[src/rtl/gpio_pkg.sv]
// Shared constants for the GPIO port controller: default geometry and register map.
package gpio_pkg;

    localparam int GPIO_WIDTH       = 16;
    localparam int GPIO_SYNC_STAGES = 2;

    localparam logic [2:0] ADDR_OUT    = 3'd0;
    localparam logic [2:0] ADDR_DIR    = 3'd1;
    localparam logic [2:0] ADDR_IN     = 3'd2;
    localparam logic [2:0] ADDR_EDGE   = 3'd3;
    localparam logic [2:0] ADDR_IRQ_EN = 3'd4;

endpackage

[src/rtl/gpio_port_ctrl_if.sv]
// CPU-side register bus of the GPIO port controller.
interface gpio_port_ctrl_if
    import gpio_pkg::*;
#(
    parameter int WIDTH = GPIO_WIDTH
);

    // Bus protocol: no backpressure. Each cycle with we=1 is exactly one write,
    // committed at the next rising clk edge. rdata is combinational from the
    // register state for the current addr (zero latency), regardless of we.
    logic [2:0]       addr;
    logic             we;
    logic [WIDTH-1:0] wdata;
    logic [WIDTH-1:0] rdata;

    modport master (
        output addr,
        output we,
        output wdata,
        input  rdata
    );

    modport slave (
        input  addr,
        input  we,
        input  wdata,
        output rdata
    );

endinterface

[src/rtl/gpio_sync_edge.sv]
// Multi-stage synchronizer for the pin readback plus a rising-edge detector that
// stays masked until the pipeline has refilled after reset.
module gpio_sync_edge
    import gpio_pkg::*;
#(
    parameter int WIDTH       = GPIO_WIDTH,
    parameter int SYNC_STAGES = GPIO_SYNC_STAGES
) (
    input  logic             clk,
    input  logic             rst_n,
    input  logic [WIDTH-1:0] i_pin,
    output logic [WIDTH-1:0] o_in,
    output logic [WIDTH-1:0] o_rise
);

    localparam int WARM_CYCLES = SYNC_STAGES + 1;
    localparam int CNT_W       = $clog2(WARM_CYCLES + 1);

    logic [WIDTH-1:0] r_sync [SYNC_STAGES];
    logic [WIDTH-1:0] r_prev;
    logic [CNT_W-1:0] r_warm_cnt;
    logic             w_warm_done;

    assign w_warm_done = (r_warm_cnt == CNT_W'(WARM_CYCLES));

    always_ff @(posedge clk or negedge rst_n) begin
        if (!rst_n) begin
            for (int i = 0; i < SYNC_STAGES; i++) begin
                r_sync[i] <= '0;
            end
            r_prev     <= '0;
            r_warm_cnt <= '0;
        end else begin
            r_sync[0] <= i_pin;
            for (int i = 1; i < SYNC_STAGES; i++) begin
                r_sync[i] <= r_sync[i-1];
            end
            r_prev <= r_sync[SYNC_STAGES-1];
            if (!w_warm_done) begin
                r_warm_cnt <= r_warm_cnt + CNT_W'(1);
            end
        end
    end

    assign o_in = r_sync[SYNC_STAGES-1];

    // Pins already high at reset release would otherwise look like fresh edges.
    assign o_rise = w_warm_done ? (o_in & ~r_prev) : '0;

endmodule

[src/rtl/gpio_port_ctrl.sv]
// GPIO port controller: OUT/DIR drive the tristate buffer, synchronized readback
// feeds sticky W1C rising-edge flags and a level interrupt.
module gpio_port_ctrl
    import gpio_pkg::*;
#(
    parameter int WIDTH       = GPIO_WIDTH,
    parameter int SYNC_STAGES = GPIO_SYNC_STAGES
) (
    input  logic             clk,
    input  logic             rst_n,
    gpio_port_ctrl_if.slave  bus,
    output logic [WIDTH-1:0] pin_dataW,
    output logic             pin_dir,
    input  logic [WIDTH-1:0] pin_dataR,
    output logic             irq
);

    logic [WIDTH-1:0] r_out;
    logic             r_dir;
    logic [WIDTH-1:0] r_irq_en;
    logic [WIDTH-1:0] r_edge;

    logic [WIDTH-1:0] w_in;
    logic [WIDTH-1:0] w_rise;
    logic [WIDTH-1:0] w_clr;
    logic             w_wr_out;
    logic             w_wr_dir;
    logic             w_wr_edge;
    logic             w_wr_irq_en;

    gpio_sync_edge #(
        .WIDTH       (WIDTH),
        .SYNC_STAGES (SYNC_STAGES)
    ) u_sync_edge (
        .clk    (clk),
        .rst_n  (rst_n),
        .i_pin  (pin_dataR),
        .o_in   (w_in),
        .o_rise (w_rise)
    );

    assign w_wr_out    = bus.we && (bus.addr == ADDR_OUT);
    assign w_wr_dir    = bus.we && (bus.addr == ADDR_DIR);
    assign w_wr_edge   = bus.we && (bus.addr == ADDR_EDGE);
    assign w_wr_irq_en = bus.we && (bus.addr == ADDR_IRQ_EN);
    assign w_clr       = w_wr_edge ? bus.wdata : '0;

    always_ff @(posedge clk or negedge rst_n) begin
        if (!rst_n) begin
            r_out    <= '0;
            r_dir    <= 1'b0;
            r_irq_en <= '0;
            r_edge   <= '0;
        end else begin
            if (w_wr_out) begin
                r_out <= bus.wdata;
            end
            if (w_wr_dir) begin
                r_dir <= bus.wdata[0];
            end
            if (w_wr_irq_en) begin
                r_irq_en <= bus.wdata;
            end
            // A new edge beats a simultaneous clear of the same bit.
            r_edge <= w_rise | (r_edge & ~w_clr);
        end
    end

    always_comb begin
        bus.rdata = '0;
        case (bus.addr)
            ADDR_OUT:    bus.rdata = r_out;
            ADDR_DIR:    bus.rdata = WIDTH'(r_dir);
            ADDR_IN:     bus.rdata = w_in;
            ADDR_EDGE:   bus.rdata = r_edge;
            ADDR_IRQ_EN: bus.rdata = r_irq_en;
            default:     bus.rdata = '0;
        endcase
    end

    assign pin_dataW = r_out;
    assign pin_dir   = r_dir;
    assign irq       = |(r_edge & r_irq_en);

endmodule

[src/flat_wrapper.sv]
// flat-port wrapper written by rule: the top's interface ports become plain ports
module gpio_port_ctrl_flat import gpio_pkg::*;
#(
    parameter int WIDTH       = GPIO_WIDTH,
    parameter int SYNC_STAGES = GPIO_SYNC_STAGES
)
  (clk, rst_n, pin_dataW, pin_dir, pin_dataR, irq, bus_addr, bus_we, bus_wdata, bus_rdata);
  gpio_port_ctrl_if #(.WIDTH(WIDTH)) bus_i ();
  input  logic clk;
  input  logic rst_n;
  output logic [WIDTH-1:0] pin_dataW;
  output logic pin_dir;
  input  logic [WIDTH-1:0] pin_dataR;
  output logic irq;
  input wire logic [$bits(bus_i.addr)-1:0] bus_addr;
  input wire logic [$bits(bus_i.we)-1:0] bus_we;
  input wire logic [$bits(bus_i.wdata)-1:0] bus_wdata;
  output wire logic [$bits(bus_i.rdata)-1:0] bus_rdata;
  assign bus_i.addr = bus_addr;
  assign bus_i.we = bus_we;
  assign bus_i.wdata = bus_wdata;
  assign bus_rdata = bus_i.rdata;
  gpio_port_ctrl #(.WIDTH(WIDTH), .SYNC_STAGES(SYNC_STAGES)) u_core (.clk(clk), .rst_n(rst_n), .bus(bus_i), .pin_dataW(pin_dataW), .pin_dir(pin_dir), .pin_dataR(pin_dataR), .irq(irq));
endmodule
[config.mk]
export PLATFORM = sky130hd
export DESIGN_NAME = gpio_port_ctrl_flat
export DESIGN_NICKNAME = d
export VERILOG_FILES = /design/src/rtl/gpio_pkg.sv /design/src/rtl/gpio_port_ctrl_if.sv /design/src/rtl/gpio_sync_edge.sv /design/src/rtl/gpio_port_ctrl.sv /design/src/flat_wrapper.sv
export SDC_FILE = /design/constraint.sdc
export NUM_CORES = 1
export LEC_CHECK = 0
export ABC_AREA = 1
export CORE_MARGIN = 8
export CORE_UTILIZATION = 25
export CTS_CLUSTER_DIAMETER = 150
export CTS_CLUSTER_SIZE = 14
export DETAILED_ROUTE_END_ITERATION = 12
export PLACE_DENSITY = 0.5
export SETUP_SLACK_MARGIN = 0.3
export SLEW_MARGIN = 25
export SYNTH_ARGS = -nofsm -noshare
export SYNTH_HDL_FRONTEND = slang
export SYNTH_SLANG_ARGS = --single-unit
[constraint.sdc]
create_clock -name clk -period 2 [get_ports clk]
set_clock_uncertainty 0.05 [all_clocks]
set_input_delay 0.3 -clock clk [delete_from_list [all_inputs] [get_ports clk]]
set_output_delay 0.3 -clock clk [all_outputs]
set_load 0.005 [all_outputs]
==> flow_summary.yaml <==
logic_synthesis:
  yosysMostFrequentCell: "nand2_1"
  ys_top_cells_by_area: "dfrtp_1 (62%), nand2_1 (13%), nand3_1 (8.5%)"
  ys_ff_latch: 99
  ys.flop_type: "dfrtp_1"
  syn_nets: 454
  postSynthAreaPerCell_um2: 9.62
  yosysTopAreaCell: "dfrtp_1"
  ys_warn_count: 0
  mappedNetlistArea_um2: 3990
  syn_inst: 415
  synth_edf_count: 0
  yosys.area.top_type_share_pct: 62.0
  synth_cell_types: 19
  synthTopCellsByCount: "nand2_1 (136), dfrtp_1 (99), nand3_1 (68), o21ai_0 (33), nand4_1 (18)"
  yosysSeqAreaShare_pct: 62.0
  synthArstFlopShare_pct: 100
worst_setup_path:
  cp_cell_sequence: "buf_4 -> nor2_4 -> buf_4 -> buf_12 -> buf_8 -> nand3_1 -> nand4_1 -> clkdlybuf4s15_1"
  worstPathArrival_ps: 1310
  endpoint_kind: "output pin"
  crit_required_ps: 1650
  slowest_stage: "clkdlybuf4s15_1"
  start_kind: "input port"
  crit_path_frequent_cell: "buf_4"
  crit_fanout: 9
  cpPeakStageDelay_ps: 220
  path_class: "in2out"
power_and_ir_drop:
  vdd_drop_max_uv: 456
  power_density_nw_per_um2: 876
  power_leakage_nw: 2.55
global_route:
  grt_pass1_wl_um: 19800
  grt_max_degree: 55
  grt_antenna_before_repair: 0
  grt.total_usage_pct: 12.9
  grt_pass1_vias: 3524
  grt_overflow_total: 0
timing:
  hold_viol_final: 0
  rsz0062_at_grt: "yes"
  post-route-period-util_pct: 83.0
  setup_viol: 0
  period_needed_ps: 1660
  tns_ps: 0
  max-slew-margin-rel_pct: 66.5
  worst_slew_pin_slew_ps: 502
  slew_violations: 0
  fmax_ghz: 0.603
  setup_ws_ps: 341
clock_tree:
  clock_path_buffers: 2
  numCtsBuffers: 9
  clock_sinks: 99
  clk_latency_ps: 350
  cts-root-buf: "clkbuf_16"
  tritoncts: "done"
  cts.clk_slew.worst_paths_ps: 70
  htreeDepth: 3
final_layout:
  fin_nets: 559
  n_antenna_cell: 0
  drive_above_1_share_pct: 18.5
  final_util_pct: 35.8
  fin_cells: 741
  area_growth_pct: 41.2
floorplanning:
  start_util_pct: 25.3
  fp-row-count: 46
  ios: 72
  core_um2: 15800
  die_area_um2: 20300
  die_height_um: 142
  die_width_um: 142
route:
  met3_length_um: 1080
  drc: 0
  postRouteAntennaNets: 0
  firstDrtPassIters: 5
  highest_layer: "met4"
  first_iter_violations: 299
  vias: 3452
  met1_length_um: 5770
  wl_per_cell_um: 16.9
  routed_wl_um: 12500
  wl_met2_um: 5440
  vias_per_cell: 4.66
worst_hold_path:
  hold_class: "reg2reg"
run_status:
  outcome: "finished, final reports clean"
placement:
  dp_hpwl_um: 8640
  place_congestion: 0.814
  port_buffers: 71
  place_ws_ps: -359
  post-place-cells: 709
run:
  maxCapViolations: 0
[metal layers]
| metal | up-vias | global-route usage, % |
|---|---|---|
| met5 | - | 0 |
| met4 | 0 | 3.64 |
| met3 | 14 | 5.54 |
| met2 | 140 | 18.9 |
| met1 | 1704 | 17.0 |
| li1 | 1594 | - |
[per-stage QoR]
stage | hold WS, ps | cell area, um^2 | power (mW)
2_1_floorplan | -45.6 | 3990 | 2.62
3_3_place_gp | 243 | 5150 | 3.13
4_1_cts | 300 | 5600 | 5.00
3_5_place_dp | 255 | 5150 | 3.14
6_report | 299 | 5640 | 4.94
5_1_grt | 303 | 5640 | 5.19
[state kept, by name, summed over array words and instances, names as in the netlist]
register / cells
u_core.u_sync_edge.o_in: 16
u_core.u_sync_edge.r_warm_cnt: 2
u_core.pin_dataW: 16
u_core.pin_dir: 1
u_core.u_sync_edge.r_prev: 16
u_core.r_edge: 16
u_core.r_irq_en: 16
u_core.u_sync_edge.r_sync: 16
[power breakdown]
part / switching (mW) / total [mW] / internal (mW)
combinational: 0.408 / 0.811 / 0.403
sequential: 0.145 / 2.34 / 2.20
clock: 0.777 / 1.79 / 1.01
[kinds of logic (layout without fill, tap and decap cells)]
| group | Yosys count | after routing | share of synthesized area, % |
|---|---|---|---|
| AOI/OAI and AO/OA | 33 | 33 | 4.14 |
| and+or+nand+nor | 250 | 250 | 29.2 |
| xor gates and xnor gates | 1 | 1 | 0.219 |
| muxes | 1 | 1 | 0.282 |
| buffers and inverters | 30 | 140 | 3.85 |
| adders and majority gates | 1 | 1 | 0.313 |
| DFF | 99 | 99 | 62.0 |
[worst max-delay path, delay by kind of cell]
family	cells	cell delay, ps
buf+inv	5	720
simple gates	3	280
[layout by cell type, fill, tap and decap left out, types with 2 or more instances in the layout]
master / netlist / layout
nand4_1: 18 / 18
nand3_1: 68 / 64
buf_8: 0 / 2
nor2_4: 3 / 7
clkdlybuf4s15_1: 0 / 4
clkinvlp_4: 0 / 3
nand2_2: 0 / 5
clkdlybuf4s50_1: 0 / 47
buf_12: 0 / 6
nand2_1: 136 / 131
nor2_1: 7 / 3
clkbuf_2: 0 / 9
nand3_2: 0 / 3
nand3b_1: 15 / 15
buf_6: 2 / 3
buf_2: 6 / 3
o21ai_0: 33 / 33
dfrtp_1: 99 / 99
nand2_4: 2 / 2
clkbuf_16: 0 / 9
buf_4: 5 / 37
inv_1: 6 / 6
dlymetal6s2s_1: 0 / 3
[timing repair]
| item | 4_1_cts | 5_1_grt |
|---|---|---|
| cloned | 1 | 0 |
| hold endpoints to repair | 34 | 0 |
| pin swaps | 7 | 7 |
| resized for setup | 60 | 30 |
| setup buffers | 10 | 4 |
| hold buffers | 1 | 0 |
| setup endpoints to repair | 17 | 18 |
[layout make-up]
cell class                      count  area [um^2]
Clock buffer                       11          243
Clock inverter                      5         61.3
Fill cell                        1669        10100
Inverter                            6         22.5
Multi-Input combinational cell    286         1430
Sequential cell                    99         2480
Tap cell                          216          270
Timing Repair Buffer              118         1130
[final timing paths]
check | from | end | slack [ps] | cells past startpoint
max reg2reg | u_core.u_sync_edge.r_warm_cnt[0] | u_core.r_edge[14] | 680 | 4
min reg2reg | u_core.u_sync_edge.r_sync[24] | u_core.u_sync_edge.o_in[8] | 300 | 0
min | u_core.u_sync_edge.r_sync[24] | u_core.u_sync_edge.o_in[8] | 300 | 0
max in group asynchronous | rst_n | u_core.u_sync_edge.o_in[3] | 790 | 3
max | bus_addr[1] | bus_rdata[12] | 340 | 8
min in group asynchronous | rst_n | u_core.u_sync_edge.r_prev[13] | 440 | 2
(Power assumes the default switching activity.)
